### src/rtl/fll_cfg_bridge.sv
// ============================================================================
//  Module   : fll_cfg_bridge
//  Purpose  : Bridges register_interface config transactions from the SoC to
//             the FLL's 4-phase CFGREQ/CFGACK configuration handshake. Offsets
//             0x00..0x0C map onto the four FLL config registers. Offset 0x10 is
//             a local read-only STATUS word {30'b0, lock, busy}. Each handshake
//             phase has a cycle budget, so a dead FLL cannot hang the bus.
//  Revision : 1.0 - initial release
// ----------------------------------------------------------------------------
//  Parameters
//    ADDR_WIDTH     : width of reg_addr_i (>= 5)
//    TIMEOUT_CYCLES : clk_i cycles allowed per handshake phase, 0 = no timeout
//  Build option
//    FLL_CFG_SYNC_EN: when defined, fll_ack_i and fll_lock_i pass through
//                     2-flop synchronizers (FLL config port on another clock).
//                     When undefined, both are used directly.
//  Ports
//    clk_i, rst_i            : clock, asynchronous active-high reset
//    reg_valid_i/write/addr/ : SoC request (held until reg_ready_o)
//    wdata/wstrb
//    reg_rdata_o/ready/error : one-cycle response strobe with data and error
//    fll_req_o/ack_i         : CFGREQ / CFGACK handshake
//    fll_add_o/data_o/wrn_o  : CFGAD / CFGD / CFGWEB (1=read)
//    fll_r_data_i            : CFGQ read data
//    fll_lock_i              : FLL LOCK
// ============================================================================
`default_nettype none

module fll_cfg_bridge #(
    parameter int unsigned ADDR_WIDTH     = 32,
    parameter int unsigned TIMEOUT_CYCLES = 1024
) (
    input  logic                  clk_i,
    input  logic                  rst_i,
    input  logic                  reg_valid_i,
    input  logic                  reg_write_i,
    input  logic [ADDR_WIDTH-1:0] reg_addr_i,
    input  logic [31:0]           reg_wdata_i,
    input  logic [3:0]            reg_wstrb_i,
    output logic [31:0]           reg_rdata_o,
    output logic                  reg_ready_o,
    output logic                  reg_error_o,
    output logic                  fll_req_o,
    input  logic                  fll_ack_i,
    output logic [1:0]            fll_add_o,
    output logic [31:0]           fll_data_o,
    output logic                  fll_wrn_o,
    input  logic [31:0]           fll_r_data_i,
    input  logic                  fll_lock_i
);

    typedef enum logic [1:0] {
        S_IDLE = 2'd0,
        S_REQ  = 2'd1,
        S_REL  = 2'd2,
        S_RESP = 2'd3
    } state_t;

    // The counter only needs to reach TIMEOUT_CYCLES-1: a phase times out on
    // its TIMEOUT_CYCLES-th cycle.
    localparam int unsigned    CNT_W    = (TIMEOUT_CYCLES > 1) ? $clog2(TIMEOUT_CYCLES) : 1;
    localparam logic [CNT_W-1:0] CNT_LAST = CNT_W'(TIMEOUT_CYCLES - 1);

    state_t            state_q, state_d;
    logic [CNT_W-1:0]  cnt_q, cnt_d;
    logic              req_q, req_d;
    logic              wrn_q, wrn_d;
    logic [1:0]        add_q, add_d;
    logic [31:0]       data_q, data_d;
    logic [31:0]       cap_q, cap_d;      // response data gathered during the access
    logic              err_q, err_d;      // sticky error for the current access
    logic              ready_q, ready_d;
    logic              error_q, error_d;
    logic [31:0]       rdata_q, rdata_d;

    logic              ack_s;
    logic              lock_s;
    logic              busy;
    logic              is_fll;
    logic              is_stat;
    logic              dec_err;
    logic              timeout;

`ifdef FLL_CFG_SYNC_EN
    logic [1:0] ack_sync_q;
    logic [1:0] lock_sync_q;

    always_ff @(posedge clk_i or posedge rst_i) begin
        if (rst_i) begin
            ack_sync_q  <= 2'b00;
            lock_sync_q <= 2'b00;
        end else begin
            ack_sync_q  <= {ack_sync_q[0], fll_ack_i};
            lock_sync_q <= {lock_sync_q[0], fll_lock_i};
        end
    end

    assign ack_s  = ack_sync_q[1];
    assign lock_s = lock_sync_q[1];
`else
    assign ack_s  = fll_ack_i;
    assign lock_s = fll_lock_i;
`endif

    // Address decode: aligned offsets 0x00..0x0C are FLL registers, 0x10 is STATUS.
    assign is_fll  = (reg_addr_i[ADDR_WIDTH-1:4] == '0) && (reg_addr_i[1:0] == 2'b00);
    assign is_stat = (reg_addr_i == ADDR_WIDTH'(32'h10));
    assign dec_err = !(is_fll || is_stat)
                   || (reg_write_i && is_stat)
                   || (reg_write_i && is_fll && (reg_wstrb_i != 4'hF));

    assign busy    = (state_q != S_IDLE);
    assign timeout = (TIMEOUT_CYCLES != 0) && (cnt_q == CNT_LAST);

    always_comb begin
        state_d = state_q;
        cnt_d   = cnt_q;
        req_d   = req_q;
        wrn_d   = wrn_q;
        add_d   = add_q;
        data_d  = data_q;
        cap_d   = cap_q;
        err_d   = err_q;
        ready_d = 1'b0;
        error_d = 1'b0;
        rdata_d = rdata_q;

        case (state_q)
            S_IDLE: begin
                // While the response strobe is out, the master still holds
                // valid for the request just answered; do not accept it twice.
                if (reg_valid_i && !ready_q) begin
                    if (dec_err) begin
                        err_d   = 1'b1;
                        cap_d   = 32'h0;
                        state_d = S_RESP;
                    end else if (is_stat) begin
                        err_d   = 1'b0;
                        cap_d   = {30'b0, lock_s, busy};
                        state_d = S_RESP;
                    end else begin
                        err_d   = 1'b0;
                        cap_d   = 32'h0;
                        add_d   = reg_addr_i[3:2];
                        data_d  = reg_wdata_i;
                        wrn_d   = ~reg_write_i;
                        req_d   = 1'b1;
                        cnt_d   = '0;
                        state_d = S_REQ;
                    end
                end
            end
            S_REQ: begin
                if (ack_s) begin
                    if (wrn_q) begin
                        cap_d = fll_r_data_i;
                    end
                    req_d   = 1'b0;
                    cnt_d   = '0;
                    state_d = S_REL;
                end else if (timeout) begin
                    // Abandon the request but still wait for ack release.
                    req_d   = 1'b0;
                    err_d   = 1'b1;
                    cnt_d   = '0;
                    state_d = S_REL;
                end else begin
                    cnt_d = cnt_q + 1'b1;
                end
            end
            S_REL: begin
                if (!ack_s) begin
                    state_d = S_RESP;
                end else if (timeout) begin
                    err_d   = 1'b1;
                    state_d = S_RESP;
                end else begin
                    cnt_d = cnt_q + 1'b1;
                end
            end
            S_RESP: begin
                ready_d = 1'b1;
                error_d = err_q;
                rdata_d = err_q ? 32'h0 : cap_q;
                state_d = S_IDLE;
            end
            default: begin
                state_d = S_IDLE;
            end
        endcase
    end

    always_ff @(posedge clk_i or posedge rst_i) begin
        if (rst_i) begin
            state_q <= S_IDLE;
            cnt_q   <= '0;
            req_q   <= 1'b0;
            wrn_q   <= 1'b1;
            add_q   <= 2'b00;
            data_q  <= 32'h0;
            cap_q   <= 32'h0;
            err_q   <= 1'b0;
            ready_q <= 1'b0;
            error_q <= 1'b0;
            rdata_q <= 32'h0;
        end else begin
            state_q <= state_d;
            cnt_q   <= cnt_d;
            req_q   <= req_d;
            wrn_q   <= wrn_d;
            add_q   <= add_d;
            data_q  <= data_d;
            cap_q   <= cap_d;
            err_q   <= err_d;
            ready_q <= ready_d;
            error_q <= error_d;
            rdata_q <= rdata_d;
        end
    end

    assign fll_req_o   = req_q;
    assign fll_wrn_o   = wrn_q;
    assign fll_add_o   = add_q;
    assign fll_data_o  = data_q;
    assign reg_ready_o = ready_q;
    assign reg_error_o = error_q;
    assign reg_rdata_o = rdata_q;

endmodule

`default_nettype wire

### config.mk
export PLATFORM = sky130hd
export DESIGN_NAME = fll_cfg_bridge
export DESIGN_NICKNAME = d
export VERILOG_FILES = /design/src/rtl/fll_cfg_bridge.sv
export SDC_FILE = /design/constraint.sdc
export NUM_CORES = 1
export LEC_CHECK = 0
export ABC_AREA = 1
export BUFFER_PORTS_ARGS = -buffer_cell sky130_fd_sc_hd__buf_2
export CORE_MARGIN = 2
export CORE_UTILIZATION = 46
export CTS_BUF_LIST = sky130_fd_sc_hd__clkbuf_4 sky130_fd_sc_hd__clkbuf_8 sky130_fd_sc_hd__clkbuf_16
export CTS_CLUSTER_DIAMETER = 80
export CTS_CLUSTER_SIZE = 10
export DETAILED_ROUTE_END_ITERATION = 10
export PLACE_DENSITY = 0.77
export REMOVE_ABC_BUFFERS = 1
export SKIP_CTS_REPAIR_TIMING = 1
export SYNTH_ARGS = -nofsm -noshare
export SYNTH_HDL_FRONTEND = slang
export SYNTH_SLANG_ARGS = --single-unit
### constraint.sdc
create_clock -name clk_i -period 3.17 [get_ports clk_i]
set_input_delay 0 -clock clk_i [delete_from_list [all_inputs] [get_ports clk_i]]
set_output_delay 0 -clock clk_i [all_outputs]
set_load 0.005 [all_outputs]
# --- After elaboration in Yosys (flattened, before gate mapping) ---
# Index checks and enable logic that the tools add are counted.
totals:
  word_cells: 90
  regBits: 115
op_classes:
  n_eq_ne: 16
  reduce_logical: 22
  mux: 37
  n_bitwise: 3
  n_addsub: 1
op_table:
  columns: ["operator", "count"]
  rows:
  - ["two-way mux 32 bit", 4]
  - ["two-way mux 10 bit", 7]
  - ["one-hot mux 32 bit (2 select lines)", 1]
  - ["== test 32 x 5 -> 1 bit (second input constant)", 1]
  - ["one-hot mux 10 bit (3 select lines)", 1]
  - ["logical NOT 28 bit", 1]
  - ["two-way mux 2 bit", 9]
  - ["!= test 2 bit (second input constant)", 8]
  - ["two-way mux 1 bit", 12]
  - ["AND reduction 4 bit", 3]
  - ["adder 10 x 1 -> 10 bit (second input constant)", 1]
  - ["== test 10 bit (second input constant)", 1]
  - ["one-hot mux 2 bit (4 select lines)", 1]
  - ["!= test 3 bit (second input constant)", 2]
  - ["AND reduction 6 bit", 1]
  - ["logical AND 1 bit", 5]
  - ["AND reduction 5 bit", 1]
  - ["== test 2 bit (second input constant)", 2]
  - ["logical NOT 2 bit", 2]
  - ["!= test 4 bit (second input constant)", 1]
  - ["nonzero test 2 bit", 2]
  - ["logical OR 1 bit", 3]
  - ["inverter 1 bit", 3]
  - ["one-hot mux 1 bit (3 select lines)", 1]
  - ["5 further kinds", 6]

# --- Depth between registers and ports, before layout ---
# Gate-level depths: netlist (run 1).
logic_depth:
  ltp_word: 9
  depth_mapped: 11
  mapped_depth_nobuf: 11

# --- Worst setup path before layout (run 1) ---
# Ideal clock, no wire load.
synth_path:
  kind: "register to register"
  start: "reg state_q[1]"
  end: "reg cap_q[10]"
  required_ns: 3.040
  slack_ns: 1.519
  path_stages_with_launch: 11
  t_arrival_ns: 1.521
  setup_time_ns: 0.130
  cell_sequence: "dfrtp_1 > inv_1 > ha_1 > buf_2 > inv_2 > nor2_1 > a21oi_1 > nand3_1 > inv_2 > clkbuf_1 > o21ai_1"
synth_between:
  elab_chain_cells: 3
  elab_cells_between_ends: 8
synth_lines:
  columns: ["element", "line", "source"]
  rows:
  - ["start: declaration", "64", "state_t state_q, state_d;"]
  - ["start signal: assignment", "207", "state_q <= state_d;"]
  - ["== test 2 x 1 -> 1 bit / logical NOT 2 bit (equally long branches)", "128", "case (state_q)"]
  - ["!= test 2 bit (no line) / nonzero test 2 bit (equally long branches)", null, null]
  - ["AND reduction 4 bit (no line)", null, null]
  - ["end signal: assignment", "213", "cap_q <= cap_d;"]
  - ["end: declaration", "70", "logic [31:0] cap_q, cap_d;"]
# Several ways; a longest one is shown, not always the timed one.
# A chain may end at the register's enable or synchronous reset.

# --- Worst setup path in the final report (run 1) ---
layout_path:
  start: "reg state_q[1]"
  end: "reg cap_q[20]"
# The elaborated chain is that of the path after synthesis.

==> impl_metrics.json, run 1 <==
{
  "syn_to_final_growth_pct": 43.3,
  "cpPeakStageDelay_ns": 0.67,
  "ys_warn_count": 0,
  "critPathLaunchType": "flip-flop",
  "most-common-layout-cells": "buf_2 (175), nand2_1 (148), dfrtp_1 (114), o21ai_0 (80), dlygate4sd3_1 (69)",
  "cts_tree": "yes",
  "pwr-share-clk": 0.364,
  "p_sw_frac": 0.333,
  "hold_slack_ns": -0.0104,
  "drc": 0,
  "vias": 5085,
  "seq_area_sq_um": 2880,
  "die_y_um": 111,
  "internal-power_mw": 3.72,
  "seqPwrFrac": 0.353,
  "status": "complete, but fails checks",
  "clkSlewWorstSetupHoldPaths_ns": 0.05,
  "antenna_found_initial": 0,
  "synth_seq_area_share": 0.552,
  "placed_area_sq_um": 6150,
  "fin_crit_ns": 2.40,
  "syn_area_sq_um": 5220,
  "crit_buf_inv": 3,
  "fin_cells": 999,
  "synth_area_leaders": "dfrtp_1 (55%), nand2_1 (11%), o21ai_0 (7.7%)",
  "vias_per_cell": 5.09,
  "track_usage": 0.215,
  "async_flop_share": 1.00,
  "synthCells": 607,
  "switchingPower_mw": 1.85,
  "core_area_sq_um": 10900,
  "power.density_nw_per_um2": 745,
  "grt_max_degree": 64,
  "maxSlewViolCount": 0,
  "finalWirelength_mm": 14.7,
  "cts_sinks": 115,
  "grt_pass1_vias": 4572,
  "die_area_sq_um": 12200,
  "cts_buffers": 17,
  "relSlewSlack": 0.320,
  "ff2ff_setup_slack_ns": 0.77,
  "min_path_type": "in -> reg",
  "power.leakage_nw": 4.07,
  "firstDrtPassIters": 5,
  "yosysTopAreaCell": "dfrtp_1",
  "io-pin-count": 176,
  "setup_ws_ns": 0.767,
  "pwr-share-comb": 0.283,
  "port_buffers": 175,
  "arrival_ns": 2.72,
  "root_buffer": "clkbuf_16",
  "maxCapViolCount": 0,
  "initial_core_util": 0.477,
  "dpl_worst_slack_ns": 0.825,
  "ir_drop_v": 0.000528,
  "end_kind": "flip-flop",
  "fill_cells": 819,
  "fmax_mhz": 416,
  "path_cells": "inv_1 > ha_1 > buf_4 > a21oi_1 > nand3_1 > inv_2 > nand3_1 > o21ai_0",
  "cp.required_ns": 3.48,
  "synth-main-ff-cell": "dfrtp_1",
  "syn_area_per_cell_sq_um": 8.60,
  "synth.distinct_cells": 35,
  "cts_buffer_depth": 2,
  "setup_viol": 0,
  "rsz0062_at_grt": "false",
  "crit_slowest_cell": "inv_2",
  "worst_path_most_repeated_cell": "nand3_1",
  "crit_family": "buffers and inverters",
  "synth-seq-cells": 115,
  "postRouteAntennaNets": 0,
  "setup-tns-final_ns": 0,
  "row_count": 38,
  "period_share": 0.758,
  "postLayoutCellArea_sq_um": 7480,
  "wire_per_inst_um": 14.7,
  "drt_iter0_markers": 542,
  "overflow": 0,
  "fin_nets": 959,
  "fin_skew_ns": 0.00513,
  "multi_input_area_sq_um": 1920,
  "tightest_slew_ns": 1.01,
  "grt_pass1_wl_mm": 21.4,
  "hold_viol": 1,
  "layout-drive-gt1-share": 0.290,
  "synth_edf_count": 0,
  "clkLatencyLatePin_ns": 0.41,
  "htreeDepth": 4,
  "mostFrequentLayoutCell": "buf_2",
  "cp_max_fo": 63,
  "die_w_um": 111,
  "place_inst": 900,
  "hpwl_mm": 8.74,
  "antenna_cells": 0,
  "synth_top_area_share": 0.547,
  "globalplace.congestion": 0.878,
  "failed_checks": "negative hold slack",
  "critical_path_class": "reg -> reg"
}
kinds of logic (layout without fill, tap and decap cells):
| logic type | Yosys count | in the layout | share of synthesized area |
|---|---|---|---|
| AOI/OAI and AO/OA | 111 | 111 | 0.111 |
| DFF | 115 | 115 | 0.552 |
| xor gates and xnor gates | 3 | 3 | 0.00504 |
| adders and majority gates | 5 | 5 | 0.0120 |
| buffers and inverters | 97 | 349 | 0.0801 |
| and+or+nand+nor | 276 | 276 | 0.240 |
per-stage QoR:
stage,utilization,power (mW)
final,0.684,5.57
after global placement,0.563,3.37
after global routing,0.684,5.90
after floorplan,-,2.87
after CTS,0.621,5.49
after detailed placement,0.563,3.45
worst register-to-register path: cells and delay by family, from the launching register on:
family	cells	cell delay, ns
buffers and inverters	3	1.00
flip-flops	1	0.39
AND/OR/NAND/NOR	2	0.38
AO/OA/AOI/OAI	2	0.33
adder cells (fa/ha/maj)	1	0.21
path summary, 6_finish.rpt:
kind	start	end	cells past startpoint
min in group asynchronous	rst_i	reg_rdata_o[16]	3
min reg2reg	err_q	reg_error_o	2
max in group asynchronous	rst_i	fll_wrn_o	4
max reg2reg	state_q[1]	cap_q[20]	8
min	fll_lock_i	cap_q[1]	5
max	state_q[1]	cap_q[20]	8
synthesized netlist by cell type, types with 2 or more instances:
master / instances
clkbuf_2: 2
nor2_1: 28
ha_1: 5
nor2_2: 6
buf_12: 2
buf_2: 6
a21oi_1: 5
inv_2: 2
dfrtp_1: 114
o21ai_0: 80
inv_1: 68
nand2_1: 148
o21ai_1: 21
nand4_1: 3
clkbuf_1: 15
nand3_1: 55
xor2_1: 3
nand2_2: 22
nor3_1: 6
final cells by class:
| type | instances | area share |
|---|---|---|
| Clock buffer | 21 | 0.0642 |
| Clock inverter | 9 | 0.0204 |
| Inverter | 70 | 0.0355 |
| Multi-Input combinational cell | 395 | 0.257 |
| Sequential cell | 115 | 0.385 |
| Tap cell | 140 | 0.0234 |
| Timing Repair Buffer | 249 | 0.214 |
metal layers:
layer,share of wire,track usage,wire length [um],vias up
met5,0,0,0,-
met4,0.031,0.0908,449,0
met3,0.051,0.0631,748,36
met2,0.51,0.357,7460,197
met1,0.41,0.263,6040,2428
li1,-,-,-,2424
state kept, by name, indices dropped and copies added (netlist names), 2 cells and up:
| register | count |
|---|---|
| cap_q | 32 |
| fll_data_o | 32 |
| reg_rdata_o | 32 |
| cnt_q | 10 |
| fll_add_o | 2 |
| state_q | 2 |
power by group through the flow:
stage / clock network [mW] / logic [mW] / registers [mW]
final: 2.03 / 1.58 / 1.97
after global routing: 2.12 / 1.78 / 1.99
after CTS: 2.04 / 1.49 / 1.96
after detailed placement: 0 / 1.48 / 1.98
after global placement: 0 / 1.41 / 1.96
after floorplan: 0 / 0.909 / 1.97
Power figures use the tool's default switching activity.
==> run 2, diff against run 1 <==
- ABC_AREA: 1 -> 0
- CORE_UTILIZATION: 46 -> 50
- PLACE_DENSITY: 0.77 -> 0.8
- clock period: 3.17 -> 2.3 ns (I/O delays scaled with it)
==> impl_metrics.json, run 2 <==
{
  "postRouteAntennaNets": 0,
  "clkLatencyLatePin_ns": 0.52,
  "power.density_nw_per_um2": 884,
  "fin_nets": 773,
  "status": "completed",
  "vias": 4483,
  "maxCapViolCount": 0,
  "drt_iter0_markers": 326,
  "async_flop_share": 1.00,
  "die_y_um": 103,
  "synth_most_common_cell": "dfrtp_1",
  "initial_core_util": 0.508,
  "antenna_cells": 0,
  "setup-tns-final_ns": 0,
  "cts_buffers": 17,
  "io-pin-count": 176,
  "vias_per_cell": 5.55,
  "cp.required_ns": 2.69,
  "antenna_found_initial": 0,
  "overflow": 0,
  "cts_sinks": 115,
  "synth_area_leaders": "dfrtp_1 (59%), mux2_4 (8.9%), a22o_1 (5.9%)",
  "fmax_mhz": 439,
  "grt_pass1_vias": 3742,
  "mostFrequentLayoutCell": "buf_2",
  "ys_warn_count": 0,
  "port_buffers": 175,
  "row_count": 36,
  "firstDrtPassIters": 5,
  "synth-seq-cells": 115,
  "most-common-layout-cells": "buf_2 (175), dfrtp_1 (114), dlygate4sd3_1 (70), nand2_1 (69), o21ai_0 (35)",
  "fin_skew_ns": 0.0110,
  "finalWirelength_mm": 16.5,
  "critPathLaunchType": "flip-flop",
  "cts_tree": "yes",
  "power.leakage_nw": 3.79,
  "cts_buffer_depth": 2,
  "min_path_type": "in -> reg",
  "syn_to_final_growth_pct": 49.8,
  "yosysTopAreaCell": "dfrtp_1",
  "syn_area_per_cell_sq_um": 12.1,
  "track_usage": 0.239,
  "synth_edf_count": 0,
  "layout-drive-gt1-share": 0.412,
  "htreeDepth": 4,
  "cp_max_fo": 9,
  "maxSlewViolCount": 0,
  "grt_max_degree": 63,
  "ys_top_cells_by_count": "dfrtp_1 (114), nand2_1 (70), o21ai_0 (35)",
  "fin_crit_ns": 2.28,
  "core_area_sq_um": 9590,
  "hold_viol": 0,
  "synth_seq_area_share": 0.591,
  "end_kind": "flip-flop",
  "p_total_mw": 6.45,
  "clkSlewWorstSetupHoldPaths_ns": 0.06,
  "grt_pass1_wl_mm": 18.8,
  "globalplace.congestion": 0.866,
  "setup_viol": 0,
  "tightest_slew_ns": 0.781,
  "drc": 0,
  "critical_path_class": "reg -> reg",
  "synth.distinct_cells": 42,
  "synth-main-ff-cell": "dfrtp_1",
  "hpwl_mm": 8.64,
  "synth_top_area_share": 0.586,
  "synthCells": 404,
  "root_buffer": "clkbuf_8",
  "ir_drop_v": 0.000553,
  "relSlewSlack": 0.479,
  "die_area_sq_um": 10500,
  "die_w_um": 103,
  "arrival_ns": 2.67,
  "period_share": 0.991,
  "wire_per_inst_um": 20.4,
  "syn_area_sq_um": 4870
}
==> run 2: cell count changes after synthesis, sizes merged, moves of 5 or more <==
cell	before	now
nand2	171	70
o21ai	101	35
mux2	0	37
and3	1	6
nor4	1	13
a211o	0	6
nand3	56	4
inv	70	9
buf	10	4
nor2	36	8
a22o	0	33
==> run 2: through the flow <==
stage	std cells	setup slack, ns	util	hold WS, ns	cell area, sq um
finish	808	0.0204	0.761	0.0470	7300
floorplan	382	-1.19	-	0.145	4760
global placement	704	0.133	0.619	0.187	5940
CTS	736	-0.0747	0.680	-0.335	6520
global route	808	-0.0770	0.761	0.0569	7300
detailed placement	704	0.0163	0.619	0.202	5940
==> run 2: critical path, cell delays in order, from the launching register on <==
cell and delay (ns):
dfrtp_1 0.41, inv_1 0.10, ha_1 0.19, inv_2 0.05, or3_4 0.37, nor4_4 0.37, clkbuf_16 0.28, mux2_2 0.38
==> run 2: cells by family (layout without fill, tap and decap cells) <==
family,after synthesis,in the layout,share of synthesized area
AOI/OAI and AO/OA,90,90,0.134
DFF,115,115,0.591
and+or+nand+nor,126,126,0.124
buffers and inverters,31,302,0.0301
muxes,37,37,0.108
adders and majority gates,5,5,0.0128
==> run 2: worst paths after layout <==
kind	startpoint	to	slack [ns]	cells past startpoint
min in group asynchronous	rst_i	fll_data_o[16]	0.21	3
hold reg to reg	cap_q[17]	cap_q[17]	0.48	2
hold / removal	fll_lock_i	cap_q[1]	0.05	4
setup / recovery	state_q[1]	fll_data_o[21]	0.02	7
setup reg to reg	state_q[1]	fll_data_o[21]	0.02	7
max in group asynchronous	rst_i	cap_q[7]	1.40	4
==> run 2: area by class of cell <==
type | instances | area, sq um
clock inverters | 9 | 104
repair buffers | 261 | 1740
fillers | 550 | 2300
multi-input cells | 258 | 1900
flip-flops and latches | 115 | 2880
well taps | 133 | 166
clock buffers | 23 | 478
inverters | 9 | 36.3
==> run 2: where the power goes <==
group / internal, mW / total [mW] / leakage [nW] / switching (mW)
Sequential: 2.19 / 2.29 / 1.58 / 0.106
Combinational: 0.562 / 1.57 / 1.93 / 1.01
Clock: 1.66 / 2.59 / 0.288 / 0.935
Total: 4.40 / 6.45 / 3.79 / 2.05
==> run 2: layer usage <==
layer | share of wire | up-vias | global-route usage
li1 | - | 1978 | -
met1 | 0.37 | 2231 | 0.311
met2 | 0.53 | 228 | 0.381
met3 | 0.057 | 46 | 0.0664
met4 | 0.040 | 0 | 0.0954
met5 | 0 | - | 0
==> run 3, diff against run 2 <==
- CELL_PAD_IN_SITES_DETAIL_PLACEMENT: unset -> 2
- CELL_PAD_IN_SITES_GLOBAL_PLACEMENT: unset -> 2
- CORE_UTILIZATION: 50 -> 31
- PLACE_DENSITY: 0.8 -> unset
- PLACE_DENSITY_LB_ADDON: unset -> 0.1
==> impl_metrics.json, run 3 (same netlist as run 2, synthesis figures left out) <==
{
  "status": "complete, but fails checks",
  "failed_checks": "negative hold slack",
  "period_share": 0.992,
  "overflow": 0,
  "grt_pass1_vias": 4370,
  "place_inst": 783,
  "timing.rr.start": "state_q[1]",
  "fin_nets": 772,
  "p_total_mw": 6.50,
  "root_buffer": "clkbuf_16",
  "fin_crit_ns": 2.28,
  "postRouteAntennaNets": 0,
  "fill_cells": 1562,
  "hold_slack_ns": -0.00637,
  "pwr-share-clk": 0.404,
  "setup_ws_ns": 0.0187,
  "drt_iter0_markers": 147,
  "min_path_type": "in -> reg",
  "most-common-layout-cells": "buf_2 (175), dfrtp_1 (114), nand2_1 (69), dlygate4sd3_1 (66), o21ai_0 (34)",
  "syn_to_final_growth_pct": 51.6,
  "core_area_sq_um": 15300,
  "io-pin-count": 176,
  "port_buffers": 175,
  "critical_path_class": "reg -> reg",
  "hpwl_mm": 10.8,
  "antenna_cells": 0,
  "hold_viol": 2,
  "vias_per_cell": 4.85,
  "tightest_slew_ns": 0.733,
  "die_w_um": 129,
  "antenna_found_initial": 0,
  "row_count": 45,
  "fin_skew_ns": 0.00802,
  "layout-drive-gt1-share": 0.420,
  "fmax_mhz": 438,
  "end_kind": "flip-flop",
  "holdCritStartpoint": "fll_r_data_i[1]",
  "switchingPower_mw": 2.10,
  "seqPwrFrac": 0.350,
  "initial_core_util": 0.319,
  "cp_max_fo": 8,
  "cts_buffer_depth": 2,
  "globalplace.congestion": 0.775,
  "p_sw_frac": 0.323,
  "dpl_worst_slack_ns": -0.0567,
  "power.leakage_nw": 3.79,
  "cts_tree": "yes",
  "firstDrtPassIters": 4,
  "maxCapViolCount": 0,
  "pwr-share-comb": 0.246,
  "grt_max_degree": 50,
  "cp.required_ns": 2.64,
  "drc": 0,
  "power.density_nw_per_um2": 881,
  "clkLatencyLatePin_ns": 0.42,
  "cts_buffers": 17,
  "critPathLaunchType": "flip-flop",
  "clkSlewWorstSetupHoldPaths_ns": 0.05,
  "mostFrequentLayoutCell": "buf_2",
  "crit_path_start": "state_q[1]",
  "die_area_sq_um": 16700,
  "grt_pass1_wl_mm": 24.7,
  "track_usage": 0.195,
  "cts_sinks": 115,
  "arrival_ns": 2.62,
  "wire_per_inst_um": 20.7,
  "ir_drop_v": 0.000670,
  "relSlewSlack": 0.511,
  "finalWirelength_mm": 18.3,
  "htreeDepth": 4,
  "setup_viol": 0,
  "die_y_um": 129,
  "internal-power_mw": 4.40,
  "fin_cells": 885,
  "maxSlewViolCount": 0,
  "vias": 4296
}
==> run 3: changes by cell type in the layout (fill, tap and decap cells not counted), moves of 2 or more <==
cell / previous run / this run
nor4_2: 2 / 4
clkbuf_4: 3 / 0
buf_4: 12 / 16
dlygate4sd3_1: 70 / 66
clkbuf_8: 4 / 2
==> run 3: power by group through the flow <==
| stage | combinational, mW | sequential [mW] | clock (mW) |
|---|---|---|---|
| after floorplan | 0.813 | 2.29 | 0 |
| after global placement | 1.38 | 2.30 | 0 |
| after detailed placement | 1.43 | 2.31 | 0 |
| after CTS | 1.45 | 2.28 | 2.69 |
| after global routing | 1.81 | 2.30 | 2.78 |
| final | 1.60 | 2.28 | 2.63 |
==> run 3: final timing paths <==
path | slack [ns] | cells after the start | end
setup / recovery | 0.02 | 7 | cnt_q[5]
hold / removal | -0.006 | 4 | cap_q[1]
setup reg to reg | 0.02 | 7 | cnt_q[5]
hold reg to reg | 0.48 | 2 | cap_q[2]
max in group asynchronous | 1.47 | 4 | fll_wrn_o
min in group asynchronous | 0.10 | 3 | reg_rdata_o[15]
==> run 3: cell type report <==
type | instances | area, sq um | area share
Clock buffer | 19 | 453 | 0.0614
Clock inverter | 13 | 134 | 0.0181
Tap cell | 211 | 264 | 0.0358
Timing Repair Buffer | 260 | 1720 | 0.233
Inverter | 9 | 36.3 | 0.00492
Multi-Input combinational cell | 258 | 1900 | 0.257
Sequential cell | 115 | 2880 | 0.390
==> run 3: per-layer routing <==
metal	vias up	GRT usage	routed length, um	part of all wire
li1	1966	-	-	-
met1	2192	0.253	7700	0.42
met2	117	0.320	9520	0.52
met3	21	0.0528	829	0.045
met4	0	0.0563	260	0.014
met5	-	0	0	0
==> run 3: critical path: stages, from the launching register on <==
cell and delay [ns]:
dfrtp_1 0.37, inv_1 0.09, ha_1 0.22, buf_4 0.16, a221o_1 0.39, or3_4 0.47
nor4_2 0.33, a211o_1 0.18
==> run 3: through the flow <==
step	TNS [ns]	utilization	instance area (sq um)
3_3_place_gp	0	0.396	6040
3_5_place_dp	-0.0686	0.396	6040
4_1_cts	-0.214	0.435	6630
5_1_grt	-0.0446	0.484	7380
2_1_floorplan	-137.63	-	4760
6_report	0	0.484	7380
